### src/rtl/pc_seq_pkg.sv
`default_nettype none
// ============================================================================
// Module      : pc_seq_pkg
// Description : Shared definitions for the PC sequencer: decoded instruction
//               classes, FSM state encodings, the PC strobe bundle and a
//               helper that maps an accepted instruction to its strobes.
// Revision    : 1.0  initial release
// ============================================================================
package pc_seq_pkg;

    // Decoded instruction classes; 5..7 are illegal.
    localparam logic [2:0] OP_SEQ  = 3'd0;
    localparam logic [2:0] OP_JUMP = 3'd1;
    localparam logic [2:0] OP_CALL = 3'd2;
    localparam logic [2:0] OP_RET  = 3'd3;
    localparam logic [2:0] OP_HALT = 3'd4;

    typedef enum logic [2:0] {
        ST_IDLE  = 3'd0,
        ST_FETCH = 3'd1,
        ST_EXEC  = 3'd2,
        ST_HALT  = 3'd3,
        ST_FAULT = 3'd4
    } state_t;

    typedef struct packed {
        logic hold;
        logic jump;
        logic branch;
        logic ret;
        logic preload;
    } pc_strobe_t;

    localparam pc_strobe_t c_STROBE_NONE = '0;

    // Strobes for one accepted instruction. An all-zero result for anything
    // other than HALT means the instruction cannot execute (illegal class or
    // stack limit) and the FSM will fault out of EXEC.
    function automatic pc_strobe_t decode_strobe(
        input logic [2:0] op,
        input logic       cond,
        input logic       at_max,
        input logic       at_zero
    );
        pc_strobe_t s;
        s = c_STROBE_NONE;
        case (op)
            OP_SEQ: begin
                s.hold = 1'b1;
            end
            OP_JUMP: begin
                s.hold    = 1'b1;
                s.jump    = cond;
                s.preload = cond;
            end
            OP_CALL: begin
                if (!at_max) begin
                    s.hold   = 1'b1;
                    s.jump   = 1'b1;
                    s.branch = 1'b1;
                end
            end
            OP_RET: begin
                if (!at_zero) begin
                    s.hold = 1'b1;
                    s.jump = 1'b1;
                    s.ret  = 1'b1;
                end
            end
            default: s = c_STROBE_NONE;
        endcase
        return s;
    endfunction

endpackage
`default_nettype wire

### src/rtl/call_depth_tracker.sv
`default_nettype none
// ============================================================================
// Module      : call_depth_tracker
// Description : Saturating up/down counter tracking the return-stack depth.
//               It never wraps: inc at the maximum and dec at zero are
//               ignored, as is a simultaneous inc and dec.
// Ports       : clk, rst_n (async active-low), inc, dec,
//               depth[DEPTH_W-1:0], at_max, at_zero
// Revision    : 1.0  initial release
// ============================================================================
module call_depth_tracker #(
    parameter int STACK_DEPTH = 4,
    parameter int DEPTH_W     = 3
) (
    input  logic               clk,
    input  logic               rst_n,
    input  logic               inc,
    input  logic               dec,
    output logic [DEPTH_W-1:0] depth,
    output logic               at_max,
    output logic               at_zero
);

    logic [DEPTH_W-1:0] r_depth;

    always_ff @(posedge clk or negedge rst_n) begin
        if (!rst_n) begin
            r_depth <= '0;
        end else if (inc && !dec && !at_max) begin
            r_depth <= r_depth + 1'b1;
        end else if (dec && !inc && !at_zero) begin
            r_depth <= r_depth - 1'b1;
        end
    end

    assign depth   = r_depth;
    assign at_max  = (r_depth == DEPTH_W'(STACK_DEPTH));
    assign at_zero = (r_depth == '0);

endmodule
`default_nettype wire

### src/rtl/pc_sequencer.sv
`default_nettype none
// ============================================================================
// Module      : pc_sequencer
// Description : Control FSM for the 11-bit program counter and its return
//               stack. Accepts decoded instruction classes while in FETCH
//               (instr_valid && mem_ack), then spends one EXEC cycle driving
//               registered one-cycle PC strobes. Guards CALL/RET against
//               stack overflow/underflow; HALT parks until resume; FAULT is
//               sticky until rst_n.
// Ports       : clk, rst_n (async active-low)
//               instr_valid, instr_ready, op_class[2:0], cond_ok, mem_ack,
//               resume
//               pc_hold, pc_jump, pc_branch, pc_ret, pc_preload
//               depth[DEPTH_W-1:0], halted, fault, timeout
// Config      : PCSEQ_STALL_TIMEOUT_EN - builds a FETCH watchdog that faults
//               after TIMEOUT_CYCLES consecutive cycles without mem_ack.
//               Undefined: FETCH waits forever and timeout is tied to 0.
// Revision    : 1.0  initial release
// ============================================================================
module pc_sequencer
    import pc_seq_pkg::*;
#(
    parameter int STACK_DEPTH    = 4,
    parameter int DEPTH_W        = 3,
    parameter int TIMEOUT_CYCLES = 15
) (
    input  logic               clk,
    input  logic               rst_n,
    input  logic               instr_valid,
    output logic               instr_ready,
    input  logic [2:0]         op_class,
    input  logic               cond_ok,
    input  logic               mem_ack,
    input  logic               resume,
    output logic               pc_hold,
    output logic               pc_jump,
    output logic               pc_branch,
    output logic               pc_ret,
    output logic               pc_preload,
    output logic [DEPTH_W-1:0] depth,
    output logic               halted,
    output logic               fault,
    output logic               timeout
);

    state_t       r_state;
    state_t       w_state_nxt;
    logic [2:0]   r_op;
    pc_strobe_t   r_strobe;
    pc_strobe_t   w_strobe_nxt;
    logic         w_accept;
    logic         w_inc;
    logic         w_dec;
    logic         w_at_max;
    logic         w_at_zero;
    logic         w_wd_expire;
    logic         w_timeout;

    assign w_accept = (r_state == ST_FETCH) && instr_valid && mem_ack;

    // Depth moves at the end of EXEC, so the limit seen at acceptance is the
    // same one the strobe decision was based on.
    assign w_inc = (r_state == ST_EXEC) && r_strobe.branch;
    assign w_dec = (r_state == ST_EXEC) && r_strobe.ret;

    call_depth_tracker #(
        .STACK_DEPTH (STACK_DEPTH),
        .DEPTH_W     (DEPTH_W)
    ) u_depth (
        .clk     (clk),
        .rst_n   (rst_n),
        .inc     (w_inc),
        .dec     (w_dec),
        .depth   (depth),
        .at_max  (w_at_max),
        .at_zero (w_at_zero)
    );

    // ------------------------------------------------------------------
    // State and strobe registers. Strobes are computed at acceptance and
    // registered so they are high exactly during the EXEC cycle.
    // ------------------------------------------------------------------
    always_ff @(posedge clk or negedge rst_n) begin
        if (!rst_n) begin
            r_state  <= ST_IDLE;
            r_strobe <= c_STROBE_NONE;
            r_op     <= OP_SEQ;
        end else begin
            r_state  <= w_state_nxt;
            r_strobe <= w_strobe_nxt;
            if (w_accept) begin
                r_op <= op_class;
            end
        end
    end

    always_comb begin
        w_state_nxt  = r_state;
        w_strobe_nxt = c_STROBE_NONE;
        case (r_state)
            ST_IDLE: begin
                w_state_nxt = ST_FETCH;
            end
            ST_FETCH: begin
                if (w_accept) begin
                    w_state_nxt  = ST_EXEC;
                    w_strobe_nxt = decode_strobe(op_class, cond_ok, w_at_max, w_at_zero);
                end else if (w_wd_expire) begin
                    w_state_nxt = ST_FAULT;
                end
            end
            ST_EXEC: begin
                // Every executable class raises pc_hold; a silent EXEC other
                // than HALT is an illegal class or a stack-limit violation.
                if (r_op == OP_HALT) begin
                    w_state_nxt = ST_HALT;
                end else if (!r_strobe.hold) begin
                    w_state_nxt = ST_FAULT;
                end else begin
                    w_state_nxt = ST_FETCH;
                end
            end
            ST_HALT: begin
                if (resume) begin
                    w_state_nxt = ST_FETCH;
                end
            end
            ST_FAULT: begin
                w_state_nxt = ST_FAULT;
            end
            default: begin
                w_state_nxt = ST_FAULT;
            end
        endcase
    end

    // ------------------------------------------------------------------
    // FETCH stall watchdog
    // ------------------------------------------------------------------
`ifdef PCSEQ_STALL_TIMEOUT_EN
    localparam int c_WD_W = $clog2(TIMEOUT_CYCLES + 1);

    logic [c_WD_W-1:0] r_wd_cnt;
    logic              r_timeout;

    always_ff @(posedge clk or negedge rst_n) begin
        if (!rst_n) begin
            r_wd_cnt  <= '0;
            r_timeout <= 1'b0;
        end else begin
            // mem_ack breaks the run of stalled cycles (and is implied by
            // acceptance), leaving FETCH also restarts the count.
            if ((r_state != ST_FETCH) || mem_ack) begin
                r_wd_cnt <= '0;
            end else begin
                r_wd_cnt <= r_wd_cnt + 1'b1;
            end
            if ((r_state == ST_FETCH) && w_wd_expire) begin
                r_timeout <= 1'b1;
            end
        end
    end

    // Fires on the TIMEOUT_CYCLES-th consecutive stalled FETCH cycle.
    assign w_wd_expire = !mem_ack && (r_wd_cnt == c_WD_W'(TIMEOUT_CYCLES - 1));
    assign w_timeout   = r_timeout;
`else
    logic w_unused_timeout_cfg;
    assign w_unused_timeout_cfg = (TIMEOUT_CYCLES != 0);
    assign w_wd_expire          = 1'b0;
    assign w_timeout            = 1'b0;
`endif

    // ------------------------------------------------------------------
    // Outputs
    // ------------------------------------------------------------------
    assign instr_ready = (r_state == ST_FETCH);
    assign halted      = (r_state == ST_HALT);
    assign fault       = (r_state == ST_FAULT);
    assign timeout     = w_timeout;
    assign pc_hold     = r_strobe.hold;
    assign pc_jump     = r_strobe.jump;
    assign pc_branch   = r_strobe.branch;
    assign pc_ret      = r_strobe.ret;
    assign pc_preload  = r_strobe.preload;

endmodule
`default_nettype wire

### config.mk
export PLATFORM = sky130hd
export DESIGN_NAME = pc_sequencer
export DESIGN_NICKNAME = d
export VERILOG_FILES = /design/src/rtl/pc_seq_pkg.sv /design/src/rtl/call_depth_tracker.sv /design/src/rtl/pc_sequencer.sv
export SDC_FILE = /design/constraint.sdc
export NUM_CORES = 1
export LEC_CHECK = 0
export CORE_MARGIN = 4
export CORE_UTILIZATION = 49
export DETAILED_ROUTE_END_ITERATION = 8
export GPL_TIMING_DRIVEN = 0
export PLACE_DENSITY_LB_ADDON = 0.08
export SYNTH_ARGS = -nofsm -noshare
export SYNTH_HDL_FRONTEND = slang
export SYNTH_HIERARCHICAL = 1
export SYNTH_SLANG_ARGS = --single-unit
export TNS_END_PERCENT = 100
### constraint.sdc
create_clock -name clk -period 5.7 [get_ports clk]
set_input_delay 0.57 -clock clk [delete_from_list [all_inputs] [get_ports clk]]
set_output_delay 0.57 -clock clk [all_outputs]
set_load 0.1 [all_outputs]
==> summary.txt <==
STA
  – Fin crit share: 48.0%
  – Slew Limit Fails: 0
  – Final setup TNS: 0 ns
  – Worst Tran Pin Value: 0.971 ns
  – RSZ-0062 raised after global routing: false
  – Skew final: 0.00261 ns
  – Hold Slack: 0.508 ns
  – Final Hold Vio Count: 0
  – F_max: 366 MHz
  – Final worst slack: 2.96 ns
  – Period minus WS final: 2.74 ns
  – # setup viols final: 0
  – Worst slew margin: 35.1%

Placed design
  – Detailed Place HPWL: 1090 um
  – IO buf count: 19
  – Routability congestion estimate: 0.820
  – Placed insts: 100
  – Pre-CTS setup slack: 3.26 ns

Synth
  – Netlist cell types: 32
  – Top post-synthesis cells by area: dfrtp_1 (46%), mux2_4 (5.9%), mux2i_1 (3.9%)
  – Synth warn: 6
  – Synth Flop Type: dfrtp_1
  – Post-synth net total: 76
  – Post-synth top area cell: dfrtp_1
  – Syn Area/Cell: 11.5 sq um
  – Mapped Area: 761 sq um
  – Sequential-to-total area share from yosys stat: 46.1%
  – Count leader, synth: dfrtp_1
  – Synthesized flop and latch total: 14
  – Post-synth EDFFs: 0
  – Post-synthesis cell count: 66
  – Async set-reset flop share out of synthesis: 100%
  – Commonest cells post-synth: dfrtp_1 (14), nor2_1 (7)
  – Top cell type's share of synthesized area: 46.1%

Finish
  – Diodes inserted: 0
  – Non-Filler Instances: 103
  – Multi-input logic area: 395 sq um
  – Layout cells sized above 1: 18.2%
  – Area Overhead vs Synth: 30.4%
  – NumNets Final: 100
  – Fill cells: 129
  – FF/Latch Area: 350 sq um

Global route
  – Grt met3 use: 6.13%
  – Initial antenna violation count: 0
  – GR Layer Usage met2: 21.9%
  – Met1 Track Usage GR: 19.8%
  – Busiest layer in global routing: met2
  – Total track usage: 15.1%
  – Largest net degree at the start of global routing: 15
  – Vias in the first global route: 488
  – First-pass GRT wire length: 2260 um
  – Grt ovf: 0

Status
  – Status: finished, final reports clean

Power
  – Power Dens Cells: 337 nW/um^2
  – VDD IR max: 0.242 mV
  – P_leak: 0.423 nW

Setup path
  – Setup crit start kind: register
  – R2r setup slk: 3.34 ns
  – Kind of end point of the critical path: output port
  – WP data arrival: 2.17 ns
  – Critical Path RT: 5.13 ns
  – Critical path type: register to output port
  – Critical path fanouts, max: 5

Routing
  – Post-route ant nets: 0
  – DRC Markers: 0
  – WL/cell: 13.8 um
  – Via density: 5.29
  – Initial DRC Count: 9
  – Via count: 545
  – Post-Route WL: 1420 um
  – Router iterations before antenna repair: 4

CTS
  – Clock Pin Slew Worst Setup and Hold Paths: 0.07 ns
  – Total CTS buffers: 3
  – CTS root buffer: clkbuf_4
  – TritonCTS clock tree: done
  – Clock Tree Buf Depth: 2
  – H-tree depth: 1
  – Post-CTS sizing: 0
  – Later-pin clock latency in the skew report: 0.27 ns
  – Clock sink total: 14
  – Postcts setup bufs: 0
  – Hold bufs inserted after CTS: 0

Floorplan
  – Die height: 47.4 um
  – Die width: 47.4 um
  – I/O pin cnt: 21
  – Core area: 1380 sq um
  – Die ar.: 2250 sq um
  – Initial core utilization: 55.0%
  – Row cnt: 13

Hold path
  – Worst hold path type: register to register

Run
  – Max-cap check violation count: 0
metal layers:
metal | share of wire, % | wire length, um | vias up
met2 | 44 | 625 | 19
li1 | - | - | 277
met4 | 1.6 | 23 | 0
met3 | 8.1 | 115 | 4
met5 | 0 | 0 | -
met1 | 46 | 655 | 245
worst paths after layout:
check | start | cells past startpoint | end
min in group asynchronous | rst_n | 1 | pc_hold
max reg2reg | r_state[2] | 8 | u_depth/depth[2]
max | r_state[2] | 2 | instr_ready
min | r_op[2] | 1 | r_op[2]
min reg2reg | r_op[2] | 1 | r_op[2]
max in group asynchronous | rst_n | 1 | r_state[2]
area by class of cell:
cell class / instances / area share, %
Sequential cell: 14 / 35.3
Tap cell: 15 / 1.89
Multi-Input combinational cell: 49 / 39.8
Buffer: 1 / 0.757
Timing Repair Buffer: 19 / 19.2
Inverter: 2 / 0.757
Clock buffer: 3 / 2.27
power breakdown:
group	switching [mW]	total, mW	internal (mW)
Clock	0.0282	0.0527	0.0245
Sequential	0.0171	0.135	0.118
Combinational	0.0869	0.146	0.0595
Total	0.132	0.334	0.202
placed cells by master, fill, tap and decap left out, drive strengths merged, types with 2 or more instances in the layout:
cell / count
clkdlybuf4s50: 19
dfrtp: 14
nor2: 7
mux2: 4
mux2i: 3
nor3: 3
nand2b: 3
and2: 3
clkbuf: 3
nand2: 2
a21oi: 2
inv: 2
nor2b: 2
xor2: 2
and3: 2
per-stage QoR:
step	utilization, %	power (mW)	area [sq um]
2_1_floorplan	-	0.249	761
3_3_place_gp	70.1	0.280	970
3_5_place_dp	70.1	0.283	970
4_1_cts	71.8	0.339	992
5_1_grt	71.8	0.352	992
6_report	71.8	0.334	992
sequential cells by signal, summed over array words and instances (netlist names):
name / flops
pc_branch: 1
r_op: 3
pc_hold: 1
u_depth/depth: 3
pc_jump: 1
pc_preload: 1
pc_ret: 1
r_state: 3
cell families (layout without fill, tap and decap cells):
kind of cell / count (synthesis) / after routing / synth area share, %
AND/OR/NAND/NOR: 28 / 28 / 25.0
flip-flops: 14 / 14 / 46.1
AO/OA/AOI/OAI: 10 / 10 / 10.2
multiplexers: 7 / 7 / 11.3
buffers and inverters: 3 / 25 / 1.97
XOR/XNOR: 2 / 2 / 2.30
adder cells (fa/ha/maj): 1 / 1 / 2.63
other: 1 / 1 / 0.493
critical path: stages, from the launching register on:
cell and delay (ns):
dfrtp_1 0.44, nor3b_4 0.28, clkdlybuf4s50_1 1.18
No activity file was read; power rests on OpenSTA's default activity.
